### src/rtl/z80_stack_engine.sv
// z80_stack_engine
// Multi-cycle PUSH/POP sequencer that owns the architectural stack pointer.
// A command moves a WORD_BYTES-byte word to or from memory, one byte per bus
// handshake. PUSH writes the high byte at SP-1 and walks down; POP reads the
// low byte at SP and walks up. SP only changes on completion or on sp_load.
//
// Optional build macro: Z80_STACK_GUARD_EN
//   Adds sp_limit/fault; a PUSH that would cross sp_limit completes at once
//   with fault=1, no bus traffic and SP unchanged.
//
// Ports:
//   clk, reset_n           clock (rising edge), async active-low reset
//   cmd_valid/cmd_ready    command handshake (cmd_ready is combinational)
//   cmd_pop, cmd_wdata     operation select and PUSH word
//   sp_load, sp_load_value SP load, honoured only while idle
//   sp                     architectural SP
//   mem_req/mem_we/mem_addr/mem_wdata/mem_rdata/mem_ack  byte bus
//   rsp_valid, rsp_rdata   completion pulse, last POP result
//   sp_limit, fault        (Z80_STACK_GUARD_EN only) stack guard
module z80_stack_engine #(
    parameter int unsigned            ADDR_WIDTH = 16,
    parameter int unsigned            WORD_BYTES = 2,
    parameter logic [ADDR_WIDTH-1:0]  SP_RESET   = '1
) (
    input  logic                      clk,
    input  logic                      reset_n,
    input  logic                      cmd_valid,
    output logic                      cmd_ready,
    input  logic                      cmd_pop,
    input  logic [8*WORD_BYTES-1:0]   cmd_wdata,
    input  logic                      sp_load,
    input  logic [ADDR_WIDTH-1:0]     sp_load_value,
    output logic [ADDR_WIDTH-1:0]     sp,
    output logic                      mem_req,
    output logic                      mem_we,
    output logic [ADDR_WIDTH-1:0]     mem_addr,
    output logic [7:0]                mem_wdata,
    input  logic [7:0]                mem_rdata,
    input  logic                      mem_ack,
    output logic                      rsp_valid,
`ifdef Z80_STACK_GUARD_EN
    output logic [8*WORD_BYTES-1:0]   rsp_rdata,
    input  logic [ADDR_WIDTH-1:0]     sp_limit,
    output logic                      fault
`else
    output logic [8*WORD_BYTES-1:0]   rsp_rdata
`endif
);

    localparam int unsigned           DATA_W = 8 * WORD_BYTES;
    localparam int unsigned           CNT_W  = 4;
    localparam logic [CNT_W-1:0]      LAST_K = CNT_W'(WORD_BYTES - 1);
    localparam logic [ADDR_WIDTH-1:0] N_A    = ADDR_WIDTH'(WORD_BYTES);

    typedef enum logic {
        S_IDLE = 1'b0,
        S_XFER = 1'b1
    } state_t;

    state_t                  r_state;
    state_t                  w_state_nxt;
    logic                    r_pop;
    logic [DATA_W-1:0]       r_data;
    logic [ADDR_WIDTH-1:0]   r_base;
    logic [ADDR_WIDTH-1:0]   r_sp;
    logic [CNT_W-1:0]        r_k;
    logic [DATA_W-1:0]       r_acc;
    logic [DATA_W-1:0]       r_rsp_rdata;
    logic                    r_mem_req;
    logic                    r_mem_we;
    logic [ADDR_WIDTH-1:0]   r_mem_addr;
    logic [7:0]              r_mem_wdata;
    logic                    r_rsp_valid;
    logic [DATA_W-1:0]       w_acc_nxt;
    logic                    w_accept;
    logic                    w_ack;
    logic                    w_last;
    logic                    w_guard_c;
    logic                    w_start;

    assign cmd_ready = (r_state == S_IDLE) && !sp_load;
    assign w_accept  = cmd_valid && cmd_ready;
    // mem_req is high for the whole of XFER, so any ack there is a real one
    assign w_ack     = (r_state == S_XFER) && mem_ack;
    assign w_last    = w_ack && (r_k == LAST_K);

`ifdef Z80_STACK_GUARD_EN
    // Widened compare so sp_limit + WORD_BYTES cannot wrap
    localparam int unsigned GW = ADDR_WIDTH + 4;
    logic r_fault;
    assign w_guard_c = !cmd_pop && (GW'(r_sp) < (GW'(sp_limit) + GW'(WORD_BYTES)));
    assign fault     = r_fault;
`else
    assign w_guard_c = 1'b0;
`endif

    assign w_start = w_accept && !w_guard_c;

    // State register
    always_ff @(posedge clk or negedge reset_n) begin
        if (!reset_n) begin
            r_state <= S_IDLE;
        end else begin
            r_state <= w_state_nxt;
        end
    end

    // Next-state logic
    always_comb begin
        w_state_nxt = r_state;
        case (r_state)
            S_IDLE:  if (w_start) w_state_nxt = S_XFER;
            S_XFER:  if (w_last)  w_state_nxt = S_IDLE;
            default: w_state_nxt = S_IDLE;
        endcase
    end

    // POP accumulator with the current read byte merged into slot k
    always_comb begin
        w_acc_nxt = r_acc;
        for (int unsigned i = 0; i < WORD_BYTES; i++) begin
            if (r_k == CNT_W'(i)) w_acc_nxt[i*8 +: 8] = mem_rdata;
        end
    end

    // Datapath and registered bus/response outputs
    always_ff @(posedge clk or negedge reset_n) begin
        if (!reset_n) begin
            r_sp        <= SP_RESET;
            r_pop       <= 1'b0;
            r_data      <= '0;
            r_base      <= '0;
            r_k         <= '0;
            r_acc       <= '0;
            r_rsp_rdata <= '0;
            r_mem_req   <= 1'b0;
            r_mem_we    <= 1'b0;
            r_mem_addr  <= '0;
            r_mem_wdata <= '0;
            r_rsp_valid <= 1'b0;
`ifdef Z80_STACK_GUARD_EN
            r_fault     <= 1'b0;
`endif
        end else begin
            r_rsp_valid <= 1'b0;
`ifdef Z80_STACK_GUARD_EN
            r_fault     <= 1'b0;
`endif
            if ((r_state == S_IDLE) && sp_load) begin
                r_sp <= sp_load_value;
            end

            if (w_accept) begin
                r_pop  <= cmd_pop;
                r_base <= r_sp;
                r_k    <= '0;
                if (w_guard_c) begin
                    r_rsp_valid <= 1'b1;
`ifdef Z80_STACK_GUARD_EN
                    r_fault     <= 1'b1;
`endif
                end else begin
                    r_mem_req   <= 1'b1;
                    r_mem_we    <= !cmd_pop;
                    r_mem_addr  <= cmd_pop ? r_sp : (r_sp - ADDR_WIDTH'(1));
                    r_mem_wdata <= cmd_pop ? 8'h00 : cmd_wdata[DATA_W-1 -: 8];
                    r_data      <= cmd_wdata << 8;
                end
            end

            if (w_ack) begin
                r_acc <= w_acc_nxt;
                if (w_last) begin
                    r_mem_req   <= 1'b0;
                    r_mem_we    <= 1'b0;
                    r_rsp_valid <= 1'b1;
                    r_sp        <= r_pop ? (r_base + N_A) : (r_base - N_A);
                    if (r_pop) r_rsp_rdata <= w_acc_nxt;
                end else begin
                    r_k         <= r_k + CNT_W'(1);
                    r_mem_addr  <= r_pop ? (r_mem_addr + ADDR_WIDTH'(1))
                                         : (r_mem_addr - ADDR_WIDTH'(1));
                    r_mem_wdata <= r_pop ? 8'h00 : r_data[DATA_W-1 -: 8];
                    r_data      <= r_data << 8;
                end
            end
        end
    end

    assign sp        = r_sp;
    assign mem_req   = r_mem_req;
    assign mem_we    = r_mem_we;
    assign mem_addr  = r_mem_addr;
    assign mem_wdata = r_mem_wdata;
    assign rsp_valid = r_rsp_valid;
    assign rsp_rdata = r_rsp_rdata;

endmodule

### config.mk
export PLATFORM = sky130hd
export DESIGN_NAME = z80_stack_engine
export DESIGN_NICKNAME = d
export VERILOG_FILES = /design/src/rtl/z80_stack_engine.sv
export SDC_FILE = /design/constraint.sdc
export NUM_CORES = 1
export LEC_CHECK = 0
export CAP_MARGIN = 20
export CORE_MARGIN = 2
export CORE_UTILIZATION = 30
export DETAILED_ROUTE_END_ITERATION = 10
export GPL_ROUTABILITY_DRIVEN = 0
export GPL_TIMING_DRIVEN = 1
export PLACE_DENSITY_LB_ADDON = 0.08
export SLEW_MARGIN = 10
export SYNTH_ARGS = -nofsm -noshare
export SYNTH_HDL_FRONTEND = slang
export SYNTH_SLANG_ARGS = --single-unit
### constraint.sdc
create_clock -name clk -period 3.25 [get_ports clk]
set_input_delay 0.8125 -clock clk [delete_from_list [all_inputs] [get_ports clk]]
set_output_delay 0.8125 -clock clk [all_outputs]
set_load 0.01 [all_outputs]
==> results by group, run 1 <==
Run status
  • Status: complete, no violations

Clock tree
  • CTS Sinks: 105
  • Total CTS buffers: 9
  • Clock Pin Slew Worst Setup and Hold Paths: 0.07 ns
  • H-tree depth: 3
  • Clock Latency Late Sink: 0.37 ns
  • Root buf cell: clkbuf_16
  • Post-CTS Setup Bufs: 0
  • Hold buffers post-CTS: 0
  • Post-CTS Resized: 0
  • Maximum clock insertion buffer count: 2
  • CTS tree: built

Global routing
  • First-pass GRT wire length: 27800 um
  • Initial antenna violation count: 0
  • Total grt overflow: 0
  • Pin count of the biggest net entering global routing: 73
  • GRT Util Overall: 16.4%
  • Vias in the first global route: 5118

Logic synthesis
  • Mapped Avg Cell Area: 9.44 um^2
  • Seq/Total Area, Yosys: 43.8%
  • Net Count, Synth: 719
  • Async SR Flop Fraction: 100%
  • Post-synth EDFFs: 0
  • FF+latch count, synth: 105
  • Synth top area share: 36.9%
  • Synth top area cells: dfrtp_1 37%, dfstp_2 7.0%, nand2_1 6.8%, ha_1 6.4%, mux2_2 4.1%
  • Netlist cell types: 61
  • YS warnings: 0
  • Yosys top cell by area: dfrtp_1
  • Top FF cell, synth: dfrtp_1
  • Area of the mapped netlist: 6040 um^2
  • Cell count after synthesis: 640

Place
  • Dpl cell area: 7480 um^2
  • Dpl ws: 0.346 ns
  • DP Wirelength: 12400 um
  • Port Buffers: 105

Layout
  • Register area: 2650 um^2
  • Syn-to-layout area delta: 28.8%
  • # fillers: 2032
  • ANT cells: 0
  • Final Net Count: 828
  • Final Instance Area: 7780 um^2
  • Footprint of the multi-input gates: 3210 um^2
  • Share of cells above drive strength 1: 11.6%

STA
  • Setup TNS: 0 ns
  • Hold Violations, Final: 0
  • Final setup fails: 0
  • Final worst-path cycle share: 88.9%
  • Clock Skews: 0.0102 ns
  • RSZ-0062 raised after global routing: no
  • F_max: 0.346 GHz
  • Max Slew Vio Count: 0
  • Relative slew slack: 62.6%
  • Worst-margin pin slew: 0.561 ns
  • Tmin final: 2.89 ns
  • Final worst slack: 0.362 ns

Power
  • Net Switching: 3.83 mW
  • Pwr Density: 1140 nW/um^2
  • Comb power frac: 58.3%
  • Flop pwr share: 28.7%
  • Switch share: 43.1%
  • Final Power: 8.87 mW
  • Pint: 5.05 mW
  • Clock network fraction of design power: 13.0%
  • Worst vdd ir: 0.332 mV
  • Leakage power: 3.47 nW

Floorplan
  • Num rows: 51
  • Die Y: 146 um
  • Initial core utilization: 30.8%
  • Die X: 146 um
  • Core ar.: 19600 um^2
  • Die ar.: 21300 um^2
  • I/O Pins: 106

Drt
  • Wire length per cell: 16.7 um
  • Drt first-iter violations: 328
  • 1st-pass router iterations: 4
  • DRT Wirelength: 17000 um
  • Vias/cell: 4.98
  • Vias: 5068
  • Post-route ant nets: 0
  • Residual DRC: 0

Worst hold path
  • Hold Crit Class: primary input to async pin

Worst setup path
  • WS Path Type: primary input to output pin
  • Required @ worst endpoint: 2.44 ns
  • WP data arrival: 2.08 ns
  • CP max FO: 3
  • Worst setup SP type: primary input
  • Critical path capture point type: output pin

Run
  • Max-Cap Viols: 0
[kinds of logic (layout without fill, tap and decap cells)]
logic type               count (synthesis)  in the layout  synth area share [%]
adder cells (fa/ha/maj)                 33             33                  7.08
multiplexers                            42             42                  7.50
XOR/XNOR                                30             30                  4.35
buffers and inverters                   47            160                  3.04
AO/OA/AOI/OAI                          159            159                  17.0
AND/OR/NAND/NOR                        224            224                  17.2
flip-flops                             105            105                  43.8
[critical path, cell delays in order]
cell	delay, ns
clkdlybuf4s50_1	0.42
nor2_1	0.24
clkdlybuf4s50_1	0.61
[metrics by stage]
step / cells / utilization, % / hold slack (ns)
floorplan: 640 / - / 0.428
global placement: 1003 / 38.2 / 0.458
detailed placement: 1003 / 38.2 / 0.456
CTS: 1018 / 39.7 / 0.415
global route: 1018 / 39.7 / 0.432
finish: 1018 / 39.7 / 0.395
[per-layer routing]
metal  global-route usage (%)  part of all wire (%)
met5                        0                     0
met1                     22.3                    48
met4                     6.08                   2.1
met3                     2.63                   3.4
met2                     26.3                    46
[path summary, 6_finish.rpt]
| kind | from | endpoint | slack (ns) | depth (start not counted) |
|---|---|---|---|---|
| max | sp_load | cmd_ready | 0.36 | 3 |
| min | reset_n | mem_addr[3] | 0.40 | 1 |
| max reg2reg | r_pop | mem_addr[15] | 0.54 | 8 |
| min reg2reg | r_base[1] | sp[1] | 0.47 | 1 |
| max in group asynchronous | reset_n | sp[13] | 2.06 | 2 |
| min in group clk | r_base[1] | sp[1] | 0.47 | 1 |
[layout by cell type (no fill, tap or decap), types with 3 or more instances in the layout]
master             n
xnor2_1           13
xor2_1            17
mux2i_1           16
buf_4             22
and3_1            12
ha_1              31
o31ai_1            5
mux2_1             4
dfrtp_1           89
nor4_1             6
nor2_1            39
nand3_1           12
o21ai_0           48
o22ai_1            6
clkdlybuf4s50_1  104
a211oi_1           7
nand2b_1           6
o21bai_1           5
and2_1             4
and4_1             3
nor2b_1            5
clkbuf_16          9
a22oi_1           16
nor3_1             9
o21a_1             3
a21oi_1           31
mux2_2            22
or3_1              4
nand2_1          110
a21o_1            11
dfstp_2           16
or4_1              4
a31oi_1            4
inv_1             17
o211ai_1           7
[power by group through the flow]
stage / logic, mW / registers [mW] / clock network (mW)
after CTS: 5.21 / 2.55 / 1.20
after global routing: 5.77 / 2.64 / 1.24
after detailed placement: 5.16 / 2.57 / 0
after floorplan: 3.32 / 2.56 / 0
after global placement: 5.09 / 2.56 / 0
final: 5.17 / 2.54 / 1.16
[synth_stat cells (all sizes together) (2+ instances only)]
cell and number:
a211oi 7, xor2 17, nor2b 5, nand3 12
and3 12, nor3 9, o21bai 5, o31a 2
dfrtp 89, inv 18, or3 4, or4 4
nand2b 6, o211ai 8, dfstp 16, xnor2 13
o22ai 6, mux2i 16, mux2 26, nand2 112
nor4 7, buf 8, o21a 3, fa 2
a211o 2, nor2 39, o31ai 5, ha 31
and4 3, o21ai 49, and2 4, a31oi 4
a21oi 32, clkbuf 21, a22oi 16, or2 2
a21o 11
[state kept, by name, indices dropped and copies added, names as in the netlist, 4 cells and up]
| name | cells |
|---|---|
| mem_addr | 16 |
| r_acc | 8 |
| r_data | 16 |
| mem_wdata | 8 |
| r_k | 4 |
| r_base | 16 |
| sp | 16 |
| rsp_rdata | 16 |
[cell type report]
cell class | instances | share of cell area (%)
Clock buffer | 9 | 2.89
Clock inverter | 6 | 0.964
Inverter | 18 | 0.868
Multi-Input combinational cell | 488 | 41.2
Sequential cell | 105 | 34.0
Tap cell | 265 | 4.26
Timing Repair Buffer | 127 | 15.8
(Power assumes the default switching activity.)
==> run 2: changes to the inputs <==
--- a/config.mk
+++ b/config.mk
@@ -7,11 +7,12 @@
 export LEC_CHECK = 0
 export CAP_MARGIN = 20
 export CORE_MARGIN = 2
-export CORE_UTILIZATION = 30
+export CORE_UTILIZATION = 26
 export DETAILED_ROUTE_END_ITERATION = 10
 export GPL_ROUTABILITY_DRIVEN = 0
 export GPL_TIMING_DRIVEN = 1
 export PLACE_DENSITY_LB_ADDON = 0.08
+export RECOVER_POWER = 50
 export SLEW_MARGIN = 10
 export SYNTH_ARGS = -nofsm -noshare
 export SYNTH_HDL_FRONTEND = slang
==> run 2 against run 1 <==
Effect of this change:
- sequential cell count is the same
- largest power group unchanged
- total power is essentially flat
- worst hold slack better by 0.084 ns
- clock skew up 0.0020 ns
- highest routed layer unchanged
- core utilization is 5.5 points lower
- combinational power about the same
==> results by group, run 2 (synthesized netlist as in run 1, its figures left out) <==
Run status
  • Status: complete, no violations

STA
  • Clock Skews: 0.0122 ns
  • F_max: 0.343 GHz
  • Relative slew slack: 6.98%
  • Setup TNS: 0 ns
  • Final setup fails: 0
  • Final worst-path cycle share: 89.7%
  • RSZ-0062 raised after global routing: no
  • Worst-margin pin slew: 1.40 ns
  • Fin Hold WS: 0.480 ns
  • Tmin final: 2.91 ns
  • Hold Violations, Final: 0
  • Max Slew Vio Count: 0

Drt
  • 1st-pass router iterations: 5
  • Wire length per cell: 17.1 um
  • DRT Wirelength: 17700 um
  • Residual DRC: 0
  • Vias: 5073
  • Vias/cell: 4.89
  • Post-route ant nets: 0
  • Drt first-iter violations: 234

Power
  • Pint: 5.02 mW
  • Worst vdd ir: 0.327 mV
  • Leakage power: 3.44 nW
  • Flop pwr share: 28.9%
  • Clock network fraction of design power: 13.0%
  • Comb power frac: 58.2%
  • Switch share: 43.5%
  • Net Switching: 3.86 mW
  • Pwr Density: 1140 nW/um^2

Worst hold path
  • Worst Hold Path Cells: 2
  • HP Start: r_data[15]
  • Hold Path Sink: r_data[15]
  • Hold Crit Class: flop to flop

Layout
  • Commonest cells after routing, fill and taps aside: 110 x nand2_1, 103 x clkdlybuf4s50_1, 89 x dfrtp_1
  • Final Net Count: 827
  • Syn-to-layout area delta: 28.5%
  • Share of cells above drive strength 1: 10.5%
  • ANT cells: 0
  • Most common cell after layout, fill and taps aside: nand2_1

Worst setup path
  • Critical R2R Capture: sp[15]
  • Reg2Reg Depth: 9
  • CP Cell Sequence: dlygate4sd3_1, nor2_1, clkdlybuf4s50_1
  • Worst path slowest cell: clkdlybuf4s50_1
  • WP data arrival: 2.10 ns
  • Worst setup SP type: primary input
  • Max incr delay on CP: 0.57 ns
  • Required @ worst endpoint: 2.44 ns
  • Crit-path leading delay family: buffers and inverters
  • RR Startpoint: r_pop
  • Buffer and inverter count on the worst path: 2
  • R2R setup slack: 0.66 ns
  • CP max FO: 3
  • Critical path capture point type: output pin
  • WS Path Type: primary input to output pin

Floorplan
  • I/O Pins: 106
  • Die ar.: 24500 um^2
  • Initial core utilization: 26.6%
  • Die X: 156 um
  • Core ar.: 22700 um^2
  • Die Y: 156 um
  • Num rows: 55

Place
  • Port Buffers: 105
  • DP Wirelength: 13200 um

Global routing
  • Total grt overflow: 0
  • Vias in the first global route: 5124
  • First-pass GRT wire length: 28800 um
  • Pin count of the biggest net entering global routing: 49
  • GRT Util Overall: 15.1%
  • Initial antenna violation count: 0

Clock tree
  • Maximum clock insertion buffer count: 2
  • Post-CTS Setup Bufs: 0
  • Clock Latency Late Sink: 0.36 ns
  • Root buf cell: clkbuf_16
  • CTS tree: built
  • CTS Sinks: 105
  • H-tree depth: 3
  • Post-CTS Resized: 0
  • Clock Pin Slew Worst Setup and Hold Paths: 0.08 ns
  • Total CTS buffers: 9
  • Hold buffers post-CTS: 0

Run
  • Max-Cap Viols: 0
## run 2: how the worst max path moves through the flow
stage | startpoint | slack [ns] | cells after the start | end
6_report | sp_load | 0.34 | 3 | cmd_ready
5_1_grt | sp_load | 0.22 | 3 | cmd_ready
4_1_cts | sp_load | 0.46 | 3 | cmd_ready
3_5_place_dp | cmd_pop | 0.45 | 7 | mem_addr[8]
3_3_place_gp | cmd_pop | 0.49 | 7 | mem_addr[8]
2_1_floorplan | r_pop | 0.31 | 9 | mem_addr[15]
## run 2: tightest hold or removal path, delay by kind of cell, from the launching register on
kind | cells | cell delay [ns]
flip-flops | 1 | 0.35
AND/OR/NAND/NOR | 2 | 0.10
## run 2: layout make-up
cell class | count | area (um^2)
Fill cell | 2333 | 14900
Multi-Input combinational cell | 488 | 3210
Tap cell | 285 | 357
Sequential cell | 105 | 2650
Timing Repair Buffer | 126 | 1170
Inverter | 18 | 67.6
Clock buffer | 9 | 225
Clock inverter | 7 | 82.6
## run 2: metrics by stage
| step | area, um^2 | setup WS, ns | power, mW | instances | util (%) |
|---|---|---|---|---|---|
| after floorplan | 6040 | 0.312 | 5.88 | 640 | - |
| after global placement | 7490 | 0.487 | 7.77 | 1022 | 33.0 |
| after detailed placement | 7490 | 0.450 | 7.79 | 1022 | 33.0 |
| after CTS | 7800 | 0.461 | 9.00 | 1038 | 34.3 |
| after global routing | 7760 | 0.219 | 9.70 | 1038 | 34.2 |
| final | 7760 | 0.336 | 8.88 | 1038 | 34.2 |
## run 2: power groups by stage
| stage | registers, mW | logic [mW] | clock network (mW) |
|---|---|---|---|
| 6_report | 2.56 | 5.17 | 1.15 |
| 5_1_grt | 2.67 | 5.78 | 1.26 |
| 4_1_cts | 2.58 | 5.22 | 1.20 |
| 3_5_place_dp | 2.60 | 5.18 | 0 |
| 3_3_place_gp | 2.60 | 5.17 | 0 |
| 2_1_floorplan | 2.56 | 3.32 | 0 |
## run 2: layer usage
layer / vias up / wire length, um / GRT usage (%)
met4: 0 / 365 / 5.46
met5: - / 0 / 0
met2: 103 / 8320 / 24.4
met1: 2445 / 8380 / 20.4
li1: 2508 / - / -
met3: 17 / 650 / 2.69
==> patch: new RTL, settings of run 2 <==
Add a define of `Z80_STACK_GUARD_EN`.
--- a/src/rtl/z80_stack_engine.sv
+++ b/src/rtl/z80_stack_engine.sv
@@ -17,6 +17,8 @@
 //   mem_req/mem_we/mem_addr/mem_wdata/mem_rdata/mem_ack  byte bus
 //   rsp_valid, rsp_rdata   completion pulse, last POP result
 //   sp_limit, fault        (Z80_STACK_GUARD_EN only) stack guard
+`define Z80_STACK_GUARD_EN
+
 module z80_stack_engine #(
     parameter int unsigned            ADDR_WIDTH = 16,
     parameter int unsigned            WORD_BYTES = 2,
Ports: changed (added fault and sp_limit); port bits go from 106 to 123. The function was not compared with the original's and may differ.
==> patch against run 2 <==
  * Routed wire length is 19% higher
  * Via count grew 16%
  * Count of clock-buffer cells in the layout unchanged
  * Synthesized area increased by 12%
  * Synthesized cell count grew 13%
  * Critical endpoint is now r_data[10]
  * Worst setup slack lost 180 ps
  * Total power grew 7.5%
  * Core utilization rose by 2.4 points
  * Fmax down 5.9%
  * Die area increased by 11%
  * First-iteration DRC count up 5.1%
  * Sequential cell count rose by 1
  * Highest routed layer unchanged
  * Cell area up 19%
==> patch: results <==
{
  "hold_slack_ps": 487,
  "drt_wl_total_mm": 21.1,
  "hold_start": "r_data[5]",
  "drive_gt1_share_pct": 17.6,
  "gr-usage-all-layers_pct": 15.9,
  "yosys_warnings": 0,
  "slowest_stage": "ha_1",
  "nets": 1006,
  "status": "completed",
  "crit_path_max_fanout": 5,
  "peakVddDrop_v": 0.000398,
  "clk_pin_slew_worst_paths_ps": 80,
  "clock-skew-final_ps": 14.2,
  "seq_area_frac_synth_pct": 39.6,
  "drt-initial-drc-count": 246,
  "critical-path-top-delay-family": "compound AO/OA/AOI/OAI gates",
  "max_stage_delay_ps": 280,
  "antenna_found_initial": 0,
  "grt_pass1_wl_mm": 33.1,
  "grt_pass1_vias": 6014,
  "yosysUniqueCellTypes": 57,
  "total_leakage_power_nw": 4.29,
  "drt-pass1-iter-count": 4,
  "rrSetupSlack_ps": 350,
  "grt_max_degree": 46,
  "cp-startpoint": "sp_limit[9]",
  "syn_nets": 833,
  "hold_class": "reg -> reg",
  "async_reset_ff_share_pct": 100,
  "vias_per_cell": 4.80,
  "synth.top_cells.by_area": "dfrtp_1 33%, ha_1 8.7%, mux2i_1 7.7%",
  "dp_hpwl_mm": 15.9,
  "port_buffers": 122,
  "worstPathArrival_ps": 3350,
  "n_fill_cell": 2578
}
patch: cell types whose count changed after synthesis, sizes merged, moves of 8 or more:
cell,delta
mux2i,+36
o21ai,+18
a22oi,-16
ha,+16
xor2,+10
and3,+8
mux2,-8
patch: final timing paths:
path                            cells after the start           end
worst min-delay path                                2    r_data[13]
min in group asynchronous                           1     r_data[8]
max in group asynchronous                           2   mem_addr[1]
worst max-delay path                               15    r_data[10]
worst max register to register                      9  mem_addr[14]
worst min register to register                      2    r_data[13]
patch: cell families after synthesis:
logic type	count (synthesis)	synth area share, %
buffers and inverters	44	2.72
AOI/OAI and AO/OA	159	14.6
muxes	70	10.7
xor gates and xnor gates	47	6.09
DFF	106	39.6
adders and majority gates	49	9.30
and+or+nand+nor	247	17.0
patch: cell type report:
class                           count  area [um^2]  share of cell area, %
Clock buffer                        9          225                   2.43
Tap cell                          330          413                   4.45
Timing Repair Buffer              193         1810                   19.5
Sequential cell                   106         2670                   28.8
Clock inverter                      7         95.1                   1.03
Multi-Input combinational cell    572         4010                   43.3
Inverter                           13         48.8                  0.526
patch: metal layers:
metal / global-route usage (%) / vias up / part of all wire [%]
met5: 0 / - / 0
met4: 3.64 / 0 / 1.2
met3: 2.60 / 17 / 3.1
met2: 27.8 / 93 / 50
met1: 20.5 / 2862 / 46
li1: - / 2932 / -
patch: power by group:
| group | switching (mW) | internal [mW] | total [mW] |
|---|---|---|---|
| Combinational | 2.92 | 2.78 | 5.71 |
| Clock | 0.577 | 0.622 | 1.20 |
| Sequential | 0.653 | 1.99 | 2.64 |
patch: through the flow:
stage,cells,cell area (um^2),setup WS [ps]
detailed placement,1201,8740,-748
finish,1230,9280,154
CTS,1227,9260,0.943
global placement,1201,8740,-615
floorplan,722,6770,8.33
global route,1230,9280,-31.5
patch: repair_timing:
item	CTS	global route
cloned	3	0
endpoints found under the setup margin	44	42
buffers inserted	7	3
pin swaps	18	12
resized for setup	43	24
patch: worst reg2reg max path, cell delays in order, from the launching register on:
cell and delay [ps]:
dfrtp_1 380, inv_1 330, ha_1 390, a2111oi_0 460
nor3_1 130, a211oi_1 350, o21bai_1 140, a31oi_1 220
xnor2_1 100, a211o_1 290
